$ cat src/rtl/gift_ise_arb.sv
// rtl/gift_ise_arb.sv - two-requester arbiter and response buffer for the shared GIFT ISE datapath
module gift_ise_arb #(
    parameter logic       PRIO0      = 1'b0,
    parameter logic [3:0] STARVE_MAX = 4'd8
) (
    input  logic        ise_clk,
    input  logic        ise_rst,
    input  logic        rq0_val,
    output logic        rq0_rdy,
    input  logic [5:0]  rq0_fn,
    input  logic [6:0]  rq0_imm,
    input  logic [31:0] rq0_in1,
    input  logic [31:0] rq0_in2,
    input  logic        rq1_val,
    output logic        rq1_rdy,
    input  logic [5:0]  rq1_fn,
    input  logic [6:0]  rq1_imm,
    input  logic [31:0] rq1_in1,
    input  logic [31:0] rq1_in2,
    output logic        rs0_val,
    input  logic        rs0_rdy,
    output logic [31:0] rs0_data,
    output logic        rs0_err,
    output logic        rs1_val,
    input  logic        rs1_rdy,
    output logic [31:0] rs1_data,
    output logic        rs1_err,
    output logic [5:0]  ise_fn,
    output logic [6:0]  ise_imm,
    output logic [31:0] ise_in1,
    output logic [31:0] ise_in2,
    output logic        ise_val,
    input  logic        ise_oval,
    input  logic [31:0] ise_out,
    output logic        busy
);

    logic        elig0;
    logic        elig1;
    logic        pick1;
    logic        gnt0;
    logic        gnt1;
    logic        rr_ptr;
    logic [3:0]  starve_cnt;
    logic [31:0] cap_data;

    // Eligibility, winner selection and the issue mux towards the ISE
    always_comb begin
        elig0 = rq0_val & (~rs0_val | rs0_rdy);
        elig1 = rq1_val & (~rs1_val | rs1_rdy);
        pick1 = elig1;
        if (elig0 && elig1) begin
            if (PRIO0) begin
                pick1 = (starve_cnt >= STARVE_MAX);
            end else begin
                pick1 = rr_ptr;
            end
        end
        gnt0    = elig0 & ~pick1;
        gnt1    = elig1 & pick1;
        ise_val = gnt0 | gnt1;
        ise_fn  = '0;
        ise_imm = '0;
        ise_in1 = '0;
        ise_in2 = '0;
        if (gnt1) begin
            ise_fn  = rq1_fn;
            ise_imm = rq1_imm;
            ise_in1 = rq1_in1;
            ise_in2 = rq1_in2;
        end else if (gnt0) begin
            ise_fn  = rq0_fn;
            ise_imm = rq0_imm;
            ise_in1 = rq0_in1;
            ise_in2 = rq0_in2;
        end
    end

    assign rq0_rdy  = gnt0;
    assign rq1_rdy  = gnt1;
    assign busy     = rs0_val | rs1_val;
    // An undecoded op never leaks ISE output into the response register
    assign cap_data = ise_oval ? ise_out : 32'd0;

    // Round-robin pointer and fixed-priority starvation counter
    always_ff @(posedge ise_clk or negedge ise_rst) begin
        if (!ise_rst) begin
            rr_ptr     <= 1'b0;
            starve_cnt <= 4'd0;
        end else begin
            if (gnt0) begin
                rr_ptr <= 1'b1;
            end else if (gnt1) begin
                rr_ptr <= 1'b0;
            end
            if (PRIO0) begin
                if (gnt1 || !elig1) begin
                    starve_cnt <= 4'd0;
                end else if (gnt0 && (starve_cnt < STARVE_MAX)) begin
                    starve_cnt <= starve_cnt + 4'd1;
                end
            end else begin
                starve_cnt <= 4'd0;
            end
        end
    end

    // Requester 0 response slot: load on grant, drop on consumption
    always_ff @(posedge ise_clk or negedge ise_rst) begin
        if (!ise_rst) begin
            rs0_val  <= 1'b0;
            rs0_data <= 32'd0;
            rs0_err  <= 1'b0;
        end else if (gnt0) begin
            rs0_val  <= 1'b1;
            rs0_data <= cap_data;
            rs0_err  <= ~ise_oval;
        end else if (rs0_rdy) begin
            rs0_val  <= 1'b0;
        end
    end

    // Requester 1 response slot: load on grant, drop on consumption
    always_ff @(posedge ise_clk or negedge ise_rst) begin
        if (!ise_rst) begin
            rs1_val  <= 1'b0;
            rs1_data <= 32'd0;
            rs1_err  <= 1'b0;
        end else if (gnt1) begin
            rs1_val  <= 1'b1;
            rs1_data <= cap_data;
            rs1_err  <= ~ise_oval;
        end else if (rs1_rdy) begin
            rs1_val  <= 1'b0;
        end
    end

endmodule

$ cat config.mk
export PLATFORM = sky130hd
export DESIGN_NAME = gift_ise_arb
export DESIGN_NICKNAME = d
export VERILOG_FILES = /design/src/rtl/gift_ise_arb.sv
export SDC_FILE = /design/constraint.sdc
export NUM_CORES = 1
export LEC_CHECK = 0
export BUFFER_PORTS_ARGS = -buffer_cell sky130_fd_sc_hd__buf_4
export CAP_MARGIN = 10
export CORE_AREA = 2 2 132 134
export CTS_BUF_LIST = sky130_fd_sc_hd__clkbuf_4 sky130_fd_sc_hd__clkbuf_8 sky130_fd_sc_hd__clkbuf_16
export DETAILED_ROUTE_END_ITERATION = 8
export DIE_AREA = 0 0 134 136
export GPL_TIMING_DRIVEN = 0
export PLACE_DENSITY = 0.63
export REMOVE_ABC_BUFFERS = 1
export SKIP_CTS_REPAIR_TIMING = 1
export SLEW_MARGIN = 10
export SYNTH_ARGS = -nofsm -noshare
export SYNTH_HDL_FRONTEND = slang
export SYNTH_SLANG_ARGS = --single-unit
export TNS_END_PERCENT = 10
$ cat constraint.sdc
create_clock -name ise_clk -period 4.7 [get_ports ise_clk]
set_input_delay 0.47 -clock ise_clk [delete_from_list [all_inputs] [get_ports ise_clk]]
set_output_delay 0.47 -clock ise_clk [all_outputs]
set_load 0.02 [all_outputs]
==> run metrics <==
data required time of the worst path=4230 ps; synthesized instance count=286; CP bufs+invs=5; root buf cell=clkbuf_16; fin cells=850; area delta synth->final=87.6%; status=finished, final reports clean; most frequent cell after synthesis=a22o_1; fill count=1640; Clock Skews=2.64 ps; cell chain of the critical path=nor2b_2 -> a311oi_4 -> buf_8 -> buf_8 -> buf_6 -> buf_8 -> a22o_1 -> buf_4; Die Width=134 um; Largest delay share family, worst path=buffers and inverters; HPWL Detailed=13.1 mm; Yosys warnings=0; final wirelength=16.1 mm; ys flop type=dfrtp_1; Avg Synthesized Cell Area=12.6 um^2; first-pass GRT wire length=23.2 mm; ANT nets after route=0; Top Ports=342; P per Cell Area=409 nW/um^2; antenna violations before repair=1; Placed Area=6440 um^2; Die Ht=136 um; vias=3834; worst rel slew slack=40.6%; clk_lat worst skew=330 ps; Distinct cells, synth=20; RR Startpoint=rs0_val; Final Critical Period=3210 ps; post-synthesis register bit count=69; Fmax=0.311 GHz; HP Class=primary input to asynchronous set/reset pin; maxcap violations=0; DR iter-0 viols=121; critical path endpoint category=primary output; post-synth top area share=47.8%; DR WL/cell=19.0 um; Final Max Tran Viols=0; unrepaired setup endpoints after global routing=no; LEAKAGE=3.55 nW; VDD IR max=303 uV; post-route cell area=6780 um^2; CTS max path bufs=2; count of input and output buffers=341; slowest CP cell=a311oi_4; clock sink total=69; Post-synth top cells=a22o_1, dfrtp_1, mux2_2, and2_1; full die area=18200 um^2; drt drc=0; Worst path max stage delay=640 ps; startpoint types=register; CP Max Fanout=23; Post-Syn Area=3610 um^2; Post-synth EDFFs=0; TritonCTS buffer count=9; overall routing resource usage=16.7%; r2r worst-path depth=5; placer congestion estimate=0.928; sequential share of the synthesized area=47.8%; CTS tree=yes; number of global-route vias before repair=3989; actual slew at the worst max-slew pin=891 ps; total global routing overflow=0; Period Utilization, post-route=68.4%; Yosys top cell by area=dfrtp_1; routed vias/inst=4.51; synth top area cells=dfrtp_1, a22o_1, mux2_2, and2_1, buf_4; Final nets=812; Fin. Hold Viols=0; FF-to-FF setup slack=2580 ps; most frequent CP cell=buf_8; CTS clock-pin slew for the worst setup and hold paths=60 ps; CORE AREA=16900 um^2; Post-synth ARST share=100%; FF-to-FF End=rs0_data[11]; Crit Path Class=register to primary output; Pre-antenna DRT Iters=4; arrival time at the worst endpoint=2740 ps; final setup fails=0; H-tree depth=3; # rows=48; placed cells=833; fraction of layout cells with a size suffix above 1=69.1%; initial core utilization=21.4%; largest net degree at the start of global routing=82
-- cells by family after synthesis --
family	count (synthesis)	share of synthesized area, %
compound gates	83	20.2
simple gates	37	6.62
mux	66	20.5
buf+inv	31	4.89
flops	69	47.8
-- worst max-delay path by stage --
stage | slack, ps | cells after the start | start | endpoint
after floorplan | -1180 | 3 | rs0_val | ise_fn[0]
after global placement | -3200 | 5 | rs1_rdy | ise_in2[18]
after detailed placement | 1610 | 9 | rs1_rdy | ise_in2[1]
after CTS | 1410 | 8 | rs0_val | ise_in2[1]
after global routing | 1280 | 8 | rs0_val | ise_in2[1]
final | 1490 | 8 | rs0_val | ise_in2[1]
-- layout by cell type (no fill, tap or decap), drive strengths merged, types with 2 or more instances in the layout --
cell and n:
or2 2, mux2i 2, dfrtp 69, bufinv 2, buf 349, mux2 64
a22o 77, inv 4, clkinv 2, clkbuf 12, and2 32
-- where the power goes --
part	leakage, nW	total [mW]	switching [mW]	internal, mW
clock network	0.166	0.743	0.246	0.497
registers	0.883	0.799	0.0759	0.723
logic	2.50	1.23	0.626	0.602
-- metrics by stage --
stage               setup WS [ps]  setup TNS, ps  power, mW  util [%]  hold slack, ps
global placement            -3200        -323120       2.02      37.3             472
detailed placement           1610              0       2.04      38.2             484
floorplan                   -1180        -116640       1.42         -             174
CTS                          1410              0       2.80      40.1             302
finish                       1490              0       2.77      40.1             281
global route                 1280              0       2.90      40.1             333
-- sequential cells by signal, summed over array words and instances, names as in the netlist --
signal	count
rs0_data	32
rs1_data	32
rr_ptr	1
rs0_err	1
rs0_val	1
rs1_err	1
rs1_val	1
-- layout make-up --
class                      instances  area, um^2  share of cell area (%)
clock buffer                      12         260                    3.84
antenna                            1        2.50                  0.0369
sequential                        69        1730                    25.5
inverter                           4        15.0                   0.222
clock inverter                     4        70.1                    1.03
multi-input combinational        186        1730                    25.5
tap                              225         282                    4.16
timing repair buffer             349        2690                    39.7
-- routing by layer --
layer	part of all wire (%)	track usage [%]	wire (um)	vias to the layer above
li1	-	-	-	1743
met1	38	19.1	6190	1837
met2	49	27.8	7840	216
met3	9.4	6.23	1510	38
met4	3.7	7.74	601	0
met5	0	0	0	-
(Power assumes the default switching activity.)
